$ cat config.mk
export PLATFORM = sky130hd
export DESIGN_NAME = sig_dist_1to4
export DESIGN_NICKNAME = d
export VERILOG_FILES = /design/src/rtl/sig_dist_1to4.sv
export SDC_FILE = /design/constraint.sdc
export NUM_CORES = 1
export LEC_CHECK = 0
export BUFFER_PORTS_ARGS = -buffer_cell sky130_fd_sc_hd__buf_2
export CAP_MARGIN = 40
export CORE_MARGIN = 2
export CORE_UTILIZATION = 50
export DETAILED_ROUTE_END_ITERATION = 12
export GPL_ROUTABILITY_DRIVEN = 0
export PLACE_DENSITY_LB_ADDON = 0.12
export SETUP_SLACK_MARGIN = 0.15
export SLEW_MARGIN = 20
export SYNTH_ARGS = -nofsm -noshare
export SYNTH_HDL_FRONTEND = slang
export SYNTH_SLANG_ARGS = --single-unit
$ cat constraint.sdc
create_clock -name Clk -period 2 [get_ports Clk]
set_input_delay 0.1 -clock Clk [delete_from_list [all_inputs] [get_ports Clk]]
set_output_delay 0.1 -clock Clk [all_outputs]
set_load 0.02 [all_outputs]
$ cat src/rtl/sig_dist_1to4.sv
// 1-to-4 registered stream distributor: one valid/ready input steered by S or
// round-robin into four independent FIFOs, each draining on its own valid/ready.
module sig_dist_1to4 #(
    parameter int WIDTH = 8,
    parameter int DEPTH = 2
) (
    input  logic               Clk,
    input  logic               Rst_n,
    input  logic [WIDTH-1:0]   D,
    input  logic [1:0]         S,
    input  logic               Mode,
    input  logic               In_vld,
    output logic               In_rdy,
    output logic [4*WIDTH-1:0] Y,
    output logic [3:0]         Y_vld,
    input  logic [3:0]         Y_rdy,
    output logic [1:0]         Rr_ptr,
    output logic               Busy
);

    localparam int AW = $clog2(DEPTH);

    logic [1:0] tgt;
    logic [3:0] full;
    logic [3:0] empty;
    logic       accept;

    // Rst_n is active-high here: it names the reset net, not its polarity.
    always_comb begin
        tgt    = Mode ? Rr_ptr : S;
        In_rdy = !Rst_n && !full[tgt];
        accept = In_vld && In_rdy;
        Y_vld  = ~empty;
        Busy   = |Y_vld;
    end

    always_ff @(posedge Clk) begin
        if (Rst_n)
            Rr_ptr <= 2'd0;
        else if (accept && Mode)
            Rr_ptr <= Rr_ptr + 2'd1;
    end

    for (genvar k = 0; k < 4; k++) begin : g_ch
        logic [WIDTH-1:0] mem [DEPTH];
        logic [AW:0]      wr_ptr;
        logic [AW:0]      rd_ptr;
        logic [WIDTH-1:0] last_pop;
        logic             push;
        logic             pop;

        // Pointers carry one extra wrap bit so full and empty are distinguishable.
        always_comb begin
            empty[k] = (wr_ptr == rd_ptr);
            full[k]  = (wr_ptr[AW] != rd_ptr[AW]) && (wr_ptr[AW-1:0] == rd_ptr[AW-1:0]);
            push     = accept && (tgt == 2'(k));
            pop      = !empty[k] && Y_rdy[k];
            Y[k*WIDTH +: WIDTH] = empty[k] ? last_pop : mem[rd_ptr[AW-1:0]];
        end

        // NOTE: storage is not reset; the pointers alone define which entries
        // are live, so clearing the array would only cost reset fan-out.
        always_ff @(posedge Clk) begin
            if (push)
                mem[wr_ptr[AW-1:0]] <= D;
        end

        // NOTE: sequential state uses non-blocking assignments so every register
        // samples pre-edge values regardless of process evaluation order.
        always_ff @(posedge Clk) begin
            if (Rst_n) begin
                wr_ptr   <= '0;
                rd_ptr   <= '0;
                last_pop <= '0;
            end else begin
                if (push)
                    wr_ptr <= wr_ptr + (AW+1)'(1);
                if (pop) begin
                    rd_ptr   <= rd_ptr + (AW+1)'(1);
                    last_pop <= mem[rd_ptr[AW-1:0]];
                end
            end
        end
    end

endmodule

Word level (Yosys, flattened, before mapping)
Memory sizes are Yosys's and may differ from the RTL's. A register that Yosys moved wholly into a read port is not among the register bits.
Index checks and enable logic that the tools add are counted.

storage, ports and cells
  output and inout bits = 40
  ROM bits = 0
  logic and storage cells = 89
  memories kept = 4
  input bits = 18
  bits in registers = 50
  bits in latches = 0
  bits in writable memories = 64

memories
  memory       words  width  rd ports  clocked after memory_dff  wr ports  line  RTL
  g_ch[0].mem  2      8      1         1                         1         45    logic [WIDTH-1:0] mem [DEPTH];
  g_ch[1].mem  2      8      1         1                         1         45
  g_ch[2].mem  2      8      1         1                         1         45
  g_ch[3].mem  2      8      1         1                         1         45

operators by class
  reduce and logical (&&, ||, !) cells = 23
  $mul = 0
  $add $sub $neg = 9
  $lt $le $gt $ge = 1
  mux-type cells = 23
  equality and inequality tests = 15
  bitwise operators = 1
  divide/modulo/power cells = 0
  shift operators = 0

operator list
  cell                 count
  $mux 8               4
  $add 2x1->2 const B  9
  $mux 1               17
  $logic_and 1x1->1    15
  $eq 2x2->1           4
  $logic_not 1->1      6
  $eq 1x1->1           4
  $eq 2x2->1 const B   2
  $ne 1x1->1           4
  $not 4->4            1
  $reduce_or 4->1      1
  $lt 2x3->1 const B   1
  $bmux 1 s2           1
  $eq 2x1->1 const B   1
  $logic_not 2->1      1
  $mux 2               1

Logic depth before layout (Yosys ltp)
Gate-level depths: netlist of the first run.

  word-level depth = 10
  gate-level depth with buffers = 6
  gate-level depth less buffers = 5

Least setup slack after synthesis of the first run
Ideal clock, no wire load.

  path type = reg2reg
  from = register Rr_ptr[1]
  to = memory g_ch[0].mem[0][0] (enable)
  required time = 1.615 ns
  period minus slack after synthesis = 2.308 ns
  path slack = -0.308 ns
  cell stages (with the launch flop) = 6
  data arrival time = 1.923 ns
  setup time = 0.385 ns
  buffers on the path = 0
  path through = dfxtp_1 nand3b_1 o21a_1 o221a_4 nand3_1 nor3b_1

between the ends
  word-level cells in the longest chain between the ends = 9
  elaborated cells on any way between the ends = 10
  classes of those cells = mux (5); reduce/logical (5)

RTL lines
  what                              line  RTL
  from (decl)                       17    output logic [1:0] Rr_ptr,
  from (signal assigned)            41    Rr_ptr <= Rr_ptr + 2'd1;
  $mux 2 (*)                        30    tgt = Mode ? Rr_ptr : S;
  $bmux 1 s2                        31    In_rdy = !Rst_n && !full[tgt];
  $mux 1 (implied by the code)      31
  $logic_not 1->1                   31
  $logic_and 1x1->1                 31
  $logic_and 1x1->1                 32    accept = In_vld && In_rdy;
  $logic_and 1x1->1 (*)             56    push = accept && (tgt == 2'(k));
  $mux 1 (*)                        64    if (push)
  $mux 1 (implied by the code) (*)  65    mem[wr_ptr[AW-1:0]] <= D;
  to (decl)                         45

Every way passes the cells marked *; elsewhere a longest branch is shown, timed or not. The select of a mux whose other input is x is not followed.

Worst setup path after layout of the first run
  from = register g_ch[1].rd_ptr[1]
  to = output port Busy

between the ends
  word-level cells in the longest chain between the ends = 3

RTL lines
  what                    line  RTL
  from (decl)             47    logic [AW:0] rd_ptr;
  from (signal assigned)  79    rd_ptr <= rd_ptr + (AW+1)'(1);
  $eq 2x2->1              54    empty[k] = (wr_ptr == rd_ptr);
  $not 4->4               33    Y_vld = ~empty;
  $reduce_or 4->1         34    Busy = |Y_vld;
  to (decl)               18    output logic Busy

No other way between the ends.

==> results of run 1 <==
## cells by family (layout without fill, tap and decap cells)
family | Yosys count | after routing | synth area share [%]
AND/OR/NAND/NOR | 125 | 125 | 11.6
flip-flops | 118 | 118 | 62.4
AO/OA/AOI/OAI | 84 | 84 | 12.4
multiplexers | 33 | 33 | 6.97
XOR/XNOR | 25 | 25 | 4.55
buffers and inverters | 24 | 168 | 2.13
## repair_timing
item | CTS | global route
gates cloned | 1 | 4
pin swaps | 16 | 19
setup endpoints to repair | 78 | 94
gates resized for setup | 108 | 125
endpoints found under the hold margin | 64 | 0
buffers inserted | 23 | 14
hold buffers | 8 | 0
## final cells by class
type                       instances  area share [%]
multi-input combinational        267            31.6
sequential                       118            40.7
inverter                           4           0.201
clock buffer                      24            6.57
clock inverter                     8            2.54
timing repair buffer             132            16.2
tap                              129            2.16
## cell usage in the layout, fill, tap and decap left out, drive strengths merged, types with 8 or more instances in the layout
cell type	instances
a21oi	35
a211oi	32
nand2	10
nor2	86
xnor2	14
edfxtp	64
dlygate4sd3	8
buf	121
dfxtp	54
xor2	11
clkbuf	27
mux2i	32
## worst paths after layout
| kind | from | to |
|---|---|---|
| max | g_ch[1].rd_ptr[1]$_SDFFE_PP0P_ | Busy |
| max reg2reg | Rr_ptr[1]$_SDFFE_PP0P_ | g_ch[2].mem[0][5]$_DFFE_PP_ |
| min reg2reg | g_ch[2].last_pop[2]$_SDFFE_PP0P_ | g_ch[2].last_pop[2]$_SDFFE_PP0P_ |
| min | In_vld | g_ch[2].wr_ptr[0]$_SDFFE_PP0P_ |
## critical path, cell delays in order, from the launching register on
cell and delay (ns):
dfxtp_2 0.33, xnor2_2 0.18, buf_4 0.16, nand2_4 0.06, or4_4 0.56, buf_6 0.16
## per-layer routing
metal  up-vias  part of all wire [%]  GRT usage [%]
met4         0                   2.0           9.44
li1       1742                     -              -
met5         -                     0              0
met3        32                   5.7           6.63
met1      1884                    41           28.5
met2       160                    51           36.3
## stage by stage
stage	setup TNS, ns	instances	area, µm²
final	-0.0680	682	7490
after global routing	-0.230	682	7490
after CTS	-0.00934	664	6800
after detailed placement	0	600	5440
after global placement	0	600	5440
after floorplan	0	409	4890
## power by group through the flow
stage / clock network (mW) / logic, mW / registers [mW]
after floorplan: 0 / 0.985 / 2.80
after global placement: 0 / 1.38 / 2.84
after detailed placement: 0 / 1.41 / 2.85
after CTS: 3.51 / 1.76 / 2.82
after global routing: 3.66 / 2.56 / 2.87
final: 3.51 / 2.43 / 2.85
## state kept, by name (all words and copies together), names as in the netlist, named ones only
signal         count
g_ch.mem          64
g_ch.wr_ptr        8
g_ch.last_pop     32
Rr_ptr             2
g_ch.rd_ptr        8
==> run metrics, run 1 <==
result of the run finished with violations; failing checks setup timing; Tmin final 2.07 ns; Cell variety after synth 43; Max VDD drop 0.000684 V; H-tree depth 4; GRT overflow 0; area of the multi-input gates between 2000 and 2500 µm²; Post-DP HPWL 6650 µm; Synth top cells by count nor2_1, edfxtp_1, dfxtp_1; top-area cell type share of the netlist area 39.9%; TritonCTS Buffers 17; # rows 35; Slew HR 65.5%; Power Total around 8.8 mW; final cycle utilization of the critical path 103%; R2R setup slack 0.11 ns; Final Hold Fails 0; Sw Share ~28%; data required time of the worst path around 1.9 ns; number of global-route vias before repair about 3400; FF+latch count, synth 118; worst hold path type in -> reg; critical path type reg -> out; max_cap viols 0; number of diodes 0; total routing usage reported by global routing 22.5%; Logic pwr share approximately 28%; die area 10400 µm²; Via density 5.60; worst slew pin tran 0.517 ns; post-synth top area cell edfxtp_1; die height approximately 100 µm; Power Dens Cells 1170 nW/µm²; CP Capture Type output port; clk buf depth 2; total number of vias 3818; Synth Flop Type edfxtp_1; Data arrival, critical path 1.97 ns; DR WL/cell between 15 and 20 µm; DRC Markers 0; I/O pins 58; Async SR Flop Fraction 0%; # fillers 508; Critical Path Source Type register; core area approximately 9300 µm²; Place WS 0.0374 ns; CTS Sinks 118; routed wire length 13400 µm; root buf cell clkbuf_8; Area Overhead vs Synth 55.6%; fmax 484 MHz; R2R cell count 7; count leader, synth nor2_1; number of synthesized flops with an enable pin 64; Clk pwr share about 40%; Syn Nets 427; number of iterations in the first detailed-routing pass 5; Pint 6.29 mW; Fin Clk Skew 0.0164 ns; cell count after synthesis 409; IO buf count 57; Skew-Pair Late Insertion Delay 0.52 ns; layout cell share with drive strength beyond 1 50.6%; Initial Utilization 51.8%; initial antenna violation count 0; syn_area_per_cell approximately 12 µm²; initial DRC count roughly 310; Cell Area, Synth roughly 4800 µm²; layout net count 558; largest net degree at the start of global routing 33; clock-pin slew on the worst setup and hold paths 0.06 ns; worst hold path cell count 4; hold slack 0.0555 ns; Slew Limit Fails 0; LEAKAGE 2.72 nW; Area contributors post-synth edfxtp_1, dfxtp_1, nor2_1; count of final setup violators 1; post-layout util a little over 80%; first-pass GRT wire length approximately 17000 µm; CTS tree done; RSZ-0062 raised after global routing yes; Seq/Total Area, Yosys 62.4%; P_sw 2.50 mW; yosys warns 0; setup slack after layout -0.0680 ns; Seq pwr share 32.5%; Die Width 102 µm; Sequential cell area 3050 µm²; Max FO, Critical Path 2; antenna viol nets, final 0
No activity file was read; power rests on OpenSTA's default activity.
==> run 2, diff against run 1 <==
==> constraint.sdc (replaced) <==
create_clock -name Clk -period 2 [get_ports Clk]
set_input_delay 0.1 -clock Clk [delete_from_list [all_inputs] [get_ports Clk]]
set_output_delay 0.1 -clock Clk [all_outputs]
set_load 0.005 [all_outputs]
==> run 2 against run 1 <==
Effect of this change:
- the run still ends with setup timing left
- sequential share of layout area is 3.2 points higher
- highest routed layer unchanged
- largest cell class unchanged
- die area stayed put
- critical path type unchanged
- sequential power hardly changed
- clock skew is 0.0088 ns lower
==> run metrics, run 2 (synthesized netlist as in run 1, its figures left out) <==
Skew-Pair Late Insertion Delay 0.51 ns (about the same); worst reg2reg path endpoint g_ch[1].mem[1][5]$_DFFE_PP_; worst slew pin tran 0.668 ns (+0.151 ns); Area Overhead vs Synth 43.9%; CTS Sinks 118 (unchanged); LEAKAGE 2.54 nW (-6.8%); GR met1 Demand/Resource 27.5% (-1.0 points); failing checks setup timing; max_cap viols 0 (unchanged); initial DRC count 185 (-41%); Placed Area 5460 µm² (+0.41%); CP Buf/Inv Count 2 (unchanged); final cycle utilization of the critical path 101% (-2.3 points); Fin Clk Skew 0.00758 ns (-0.00878 ns); Via density 5.30 (-5.4%); Max FO, Critical Path 2 (unchanged); gr busiest metal met2; data required time of the worst path 1.90 ns (about the same); Clk pwr share 40.8% (+0.9 points); number of global-route vias before repair 3179 (-5.3%); layout cell share with drive strength beyond 1 43.6% (-7.1 points); GRT overflow 0 (unchanged); DRC Markers 0 (unchanged); Seq pwr share 38.0% (+5.5 points); Final Hold Fails 0 (unchanged); Levels on crit path 5 (unchanged); routed wire length 11500 µm (-15%); worst hold path type in -> reg; Critical Path Source Type register; Slew HR 55.4% (-10 points); fin cells 673 (-1.3%); layout net count 549 (-1.6%); Pint 5.43 mW (-14%); RSZ-0062 raised after global routing yes; clk buf depth 2 (unchanged); Initial Utilization 51.8% (unchanged); Cells after DPL 596 (-0.67%); antenna viol nets, final 0 (unchanged); CP Capture Type output port; Slew Limit Fails 0 (unchanged); initial antenna violation count 0 (unchanged); R2R setup slack 0.05 ns (-0.06 ns); most common cell after layout, fill and taps aside nor2_1; number of iterations in the first detailed-routing pass 4 (-1); die height 102 µm (unchanged); worst-path cell chain xnor2_2 -> buf_4 -> nand2_4 -> or4_4 -> buf_6; commonest cells after routing, fill and taps aside nor2_1, edfxtp_1, buf_2; CTS tree done; Die Width 102 µm (unchanged); Tmin final 2.02 ns (-0.0456 ns); # rows 35 (unchanged); IO buf count 57 (unchanged); CP delay by family, top simple AND/OR/NAND/NOR gates; Critical Path Slowest Stage Cell or4_4; Worst Setup SP g_ch[3].rd_ptr[1]$_SDFFE_PP0P_; root buf cell clkbuf_8; total number of vias 3565 (-6.6%); result of the run finished with violations; count of final setup violators 1 (unchanged); Logic pwr share 21.2% (-6.4 points); Post-DP HPWL 6240 µm (-6.1%); clock-pin slew on the worst setup and hold paths 0.06 ns (about the same); TritonCTS Buffers 17 (unchanged); Max VDD drop 0.000782 V (+14%); R2R Path Start g_ch[3].rd_ptr[1]$_SDFFE_PP0P_; setup slack after layout -0.0224 ns (+0.0456 ns); met3 usage 6.63% (unchanged); Sw Share 27.4% (-1.0 points); first-pass GRT wire length 15900 µm (-8.2%); I/O pins 58 (unchanged); number of diodes 0 (unchanged); DR WL/cell 17.0 µm (-13%); Largest register FFs 64 (unchanged); CP peak stage delay 0.56 ns (about the same); P_sw 2.05 mW (-18%); R2R cell count 9 (+2); Design Area, Final 6920 µm² (-7.5%); total routing usage reported by global routing 20.9% (-1.7 points); Data arrival, critical path 1.92 ns (-0.05 ns); H-tree depth 4 (unchanged); Power Dens Cells 1080 nW/µm² (-7.9%); crit path to Busy; final setup TNS -0.0224 ns (+0.0456 ns); M2 GR Usage 32.4% (-3.9 points); core area 9280 µm² (unchanged); critical path type reg -> out; die area 10400 µm² (unchanged); largest net degree at the start of global routing 57 (+73%); fmax 494 MHz (+2.3%)
## run 2: timing repair
item                       CTS  global route
pin swaps                   11            19
gates resized for setup     43            76
setup buffers               14            19
hold endpoints to repair    64             0
hold buffers                 8             0
gates cloned                 1             3
setup endpoints to repair   83            82
## run 2: how the worst min path moves through the flow
stage          startpoint                              to  slack [ns]  depth (start not counted)
2_1_floorplan        D[0]     g_ch[0].mem[0][0]$_DFFE_PP_        0.20                          0
6_report            Rst_n  g_ch[3].wr_ptr[0]$_SDFFE_PP0P_        0.06                          4
5_1_grt             Rst_n  g_ch[3].wr_ptr[0]$_SDFFE_PP0P_        0.06                          4
3_5_place_dp         D[5]     g_ch[0].mem[1][5]$_DFFE_PP_        0.42                          1
3_3_place_gp         D[5]     g_ch[0].mem[1][5]$_DFFE_PP_        0.42                          1
4_1_cts             Rst_n  g_ch[3].wr_ptr[0]$_SDFFE_PP0P_        0.01                          4
## run 2: final cells by class
type / count / area [µm²]
Clock inverter: 12 / 139
Timing Repair Buffer: 123 / 968
Fill cell: 598 / 2360
Inverter: 4 / 15.0
Tap cell: 129 / 161
Multi-Input combinational cell: 267 / 2130
Sequential cell: 118 / 3040
Clock buffer: 20 / 468
## run 2: stage by stage
stage / power, mW / utilization [%] / setup slack, ns / hold slack (ns)
5_1_grt: 7.81 / 74.6 / -0.101 / 0.0608
6_report: 7.49 / 74.6 / -0.0224 / 0.0581
2_1_floorplan: 3.51 / - / 0.153 / 0.199
3_3_place_gp: 3.94 / 58.8 / 0.0868 / 0.422
3_5_place_dp: 3.96 / 58.8 / 0.0551 / 0.424
4_1_cts: 7.11 / 69.4 / -0.00190 / 0.0116
## run 2: routing by layer
layer	vias up	share of wire, %
met5	-	0
met4	0	2.4
met3	19	4.7
met2	102	49
met1	1717	44
li1	1727	-
## run 2: worst register-to-register path: stages (launching register included)
cell	delay [ns]
dfxtp_2	0.33
xnor2_2	0.18
buf_4	0.14
buf_6	0.08
nand2b_4	0.14
o22a_4	0.16
nand3_4	0.08
buf_4	0.15
nor3b_4	0.24
buf_12	0.16
## run 2: power by group through the flow
stage | Sequential (mW) | Clock, mW | Combinational [mW]
6_report | 2.85 | 3.06 | 1.58
3_3_place_gp | 2.85 | 0 | 1.09
3_5_place_dp | 2.86 | 0 | 1.10
5_1_grt | 2.86 | 3.21 | 1.73
2_1_floorplan | 2.80 | 0 | 0.712
4_1_cts | 2.82 | 3.08 | 1.22
==> run 3, diff against run 2 <==
Settings changed: SKIP_CTS_REPAIR_TIMING from default to 1.
Clock period 2 ns to 1.75 ns, I/O delays scaled along.
==> run 3 against run 2 <==
Effect of this change:
- critical endpoint unchanged
- the flow still finishes with violations (setup timing)
- global-route usage is 0.22 points higher
- via count is 2.9% higher
- utilization increased by 4.6 points
- critical path type unchanged
- critical path depth stayed put
==> run metrics, run 3 (synthesized netlist as in run 1, its figures left out) <==
result of the run finished with violations; number of iterations in the first detailed-routing pass 4 (unchanged); hold path startpoint In_vld; commonest cells after routing, fill and taps aside edfxtp_1, nor2_1, buf_2; RSZ-0062 raised after global routing yes; most common cell after layout, fill and taps aside edfxtp_1; I/O pins 58 (unchanged); Die Width 102 µm (unchanged); post-layout util 79.2% (+4.6 points); layout cell share with drive strength beyond 1 50.4% (+6.8 points); GRT overflow 0 (unchanged); Hold Crit Endpoint g_ch[0].wr_ptr[0]$_SDFFE_PP0P_; routed wire length 12200 µm (+6.0%); Skew-Pair Late Insertion Delay 0.52 ns (about the same); Power Total 9.08 mW (+21%); Critical Path Source Type register; root buf cell clkbuf_8; Via density 5.30 (about the same); worst hold path type in -> reg; die height 102 µm (unchanged); total number of vias 3670 (+2.9%); Final Hold Fails 0 (unchanged); CTS Sinks 118 (unchanged); critical path type reg -> out; die area 10400 µm² (unchanged); total routing usage reported by global routing 21.1% (+0.22 points); R2R Path Start g_ch[0].rd_ptr[0]$_SDFFE_PP0P_; DR WL/cell 17.5 µm (+3.0%); H-tree depth 4 (unchanged); first-pass GRT wire length 16300 µm (+2.8%); Slew Limit Fails 0 (unchanged); Power Dens Cells 1230 nW/µm² (+14%); worst reg2reg path endpoint g_ch[2].mem[0][6]$_DFFE_PP_; Seq pwr share 35.8% (-2.2 points); final cycle utilization of the critical path 116%; Max FO, Critical Path 3 (+1); Tmin final 2.03 ns; core area 9280 µm² (unchanged); antenna viol nets, final 0 (unchanged); number of diodes 0 (unchanged); Sw Share 26.5% (-0.94 points); CP Capture Type output port; Pint 6.68 mW (+23%); Slew HR 52.5% (-2.9 points); number of global-route vias before repair 3283 (+3.3%); failing checks setup timing; Largest register FFs 64 (unchanged); Max VDD drop 0.000699 V (-11%); setup slack after layout -0.281 ns (-0.259 ns); Logic pwr share 22.8% (+1.6 points); Fin Clk Skew 0.00830 ns (+0.000720 ns); largest net degree at the start of global routing 57 (unchanged); clock-pin slew on the worst setup and hold paths 0.06 ns (about the same); initial DRC count 197 (+6.5%); P_sw 2.40 mW (+17%); TritonCTS Buffers 17 (unchanged); Initial Utilization 51.8% (unchanged); layout net count 569 (+3.6%); worst slew pin tran 0.712 ns (+0.0442 ns); fmax 492 MHz; Post-DP HPWL 6580 µm (+5.3%); max_cap viols 0 (unchanged); initial antenna violation count 0 (unchanged); CTS tree done; Clk pwr share 41.5% (+0.7 points); worst hold path cell count 4 (unchanged); count of final setup violators 83 (+82); final setup TNS -8.48 ns (-8.45 ns); Data arrival, critical path 1.94 ns (+0.02 ns); clk buf depth 2 (unchanged); IO buf count 57 (unchanged); DRC Markers 0 (unchanged); Area Overhead vs Synth 52.8%; # rows 35 (unchanged); R2R setup slack -0.18 ns (-0.23 ns); data required time of the worst path 1.66 ns (-0.24 ns); R2R cell count 8 (-1); LEAKAGE 2.73 nW (+7.6%)
run 3: cell types whose count changed in the layout (fill, tap and decap cells not counted), moves of 5 or more:
cell	previous run	this run
nor2_4	11	21
nor2_1	71	60
a21oi_2	12	18
a21oi_1	22	15
buf_4	36	47
buf_6	14	19
run 3: worst max-delay path, stage by stage (launching register included):
cell	delay, ns
dfxtp_2	0.33
buf_6	0.13
xnor2_4	0.19
nand2_4	0.10
or4_4	0.55
buf_6	0.13
run 3: final cells by class:
class                      count  area, µm²
sequential                   118       3030
tap                          129        161
clock buffer                  19        442
clock inverter                13        201
multi-input combinational    267       2280
fill                         534       1930
inverter                       4       15.0
timing repair buffer         143       1220
run 3: worst max-delay path by stage:
stage | startpoint | end | cells after the start | slack [ns]
global route | g_ch[3].wr_ptr[0]$_SDFFE_PP0P_ | Busy | 5 | -0.33
floorplan | Mode | g_ch[0].mem[0][0]$_DFFE_PP_ | 6 | -0.07
CTS | g_ch[3].rd_ptr[0]$_SDFFE_PP0P_ | Busy | 5 | -0.47
finish | g_ch[2].wr_ptr[1]$_SDFFE_PP0P_ | Busy | 5 | -0.28
detailed placement | Rr_ptr[0]$_SDFFE_PP0P_ | g_ch[1].mem[1][0]$_DFFE_PP_ | 5 | -0.16
global placement | Rr_ptr[1]$_SDFFE_PP0P_ | g_ch[1].mem[1][1]$_DFFE_PP_ | 6 | -0.06
run 3: power by group through the flow:
stage,combinational [mW],sequential (mW),clock [mW]
after floorplan,0.822,3.20,0
after global placement,1.32,3.24,0
after detailed placement,1.35,3.25,0
after CTS,1.36,3.20,3.80
after global routing,2.24,3.27,3.92
final,2.07,3.25,3.76
run 3: routing by layer:
layer / wire length, µm / vias up / track usage, %
met5: 0 / - / 0
met3: 506 / 26 / 4.99
met1: 5190 / 1750 / 28.2
li1: - / 1779 / -
met2: 6170 / 115 / 33.2
met4: 292 / 0 / 8.51
run 3: metrics by stage:
step | cell area, µm² | setup slack (ns) | instances | hold WS (ns)
floorplan | 4950 | -0.0738 | 409 | 0.186
global placement | 5750 | -0.0622 | 624 | 0.422
detailed placement | 5750 | -0.162 | 624 | 0.432
CTS | 6390 | -0.475 | 656 | -0.103
global route | 7350 | -0.334 | 693 | 0.0689
finish | 7350 | -0.281 | 693 | 0.0391
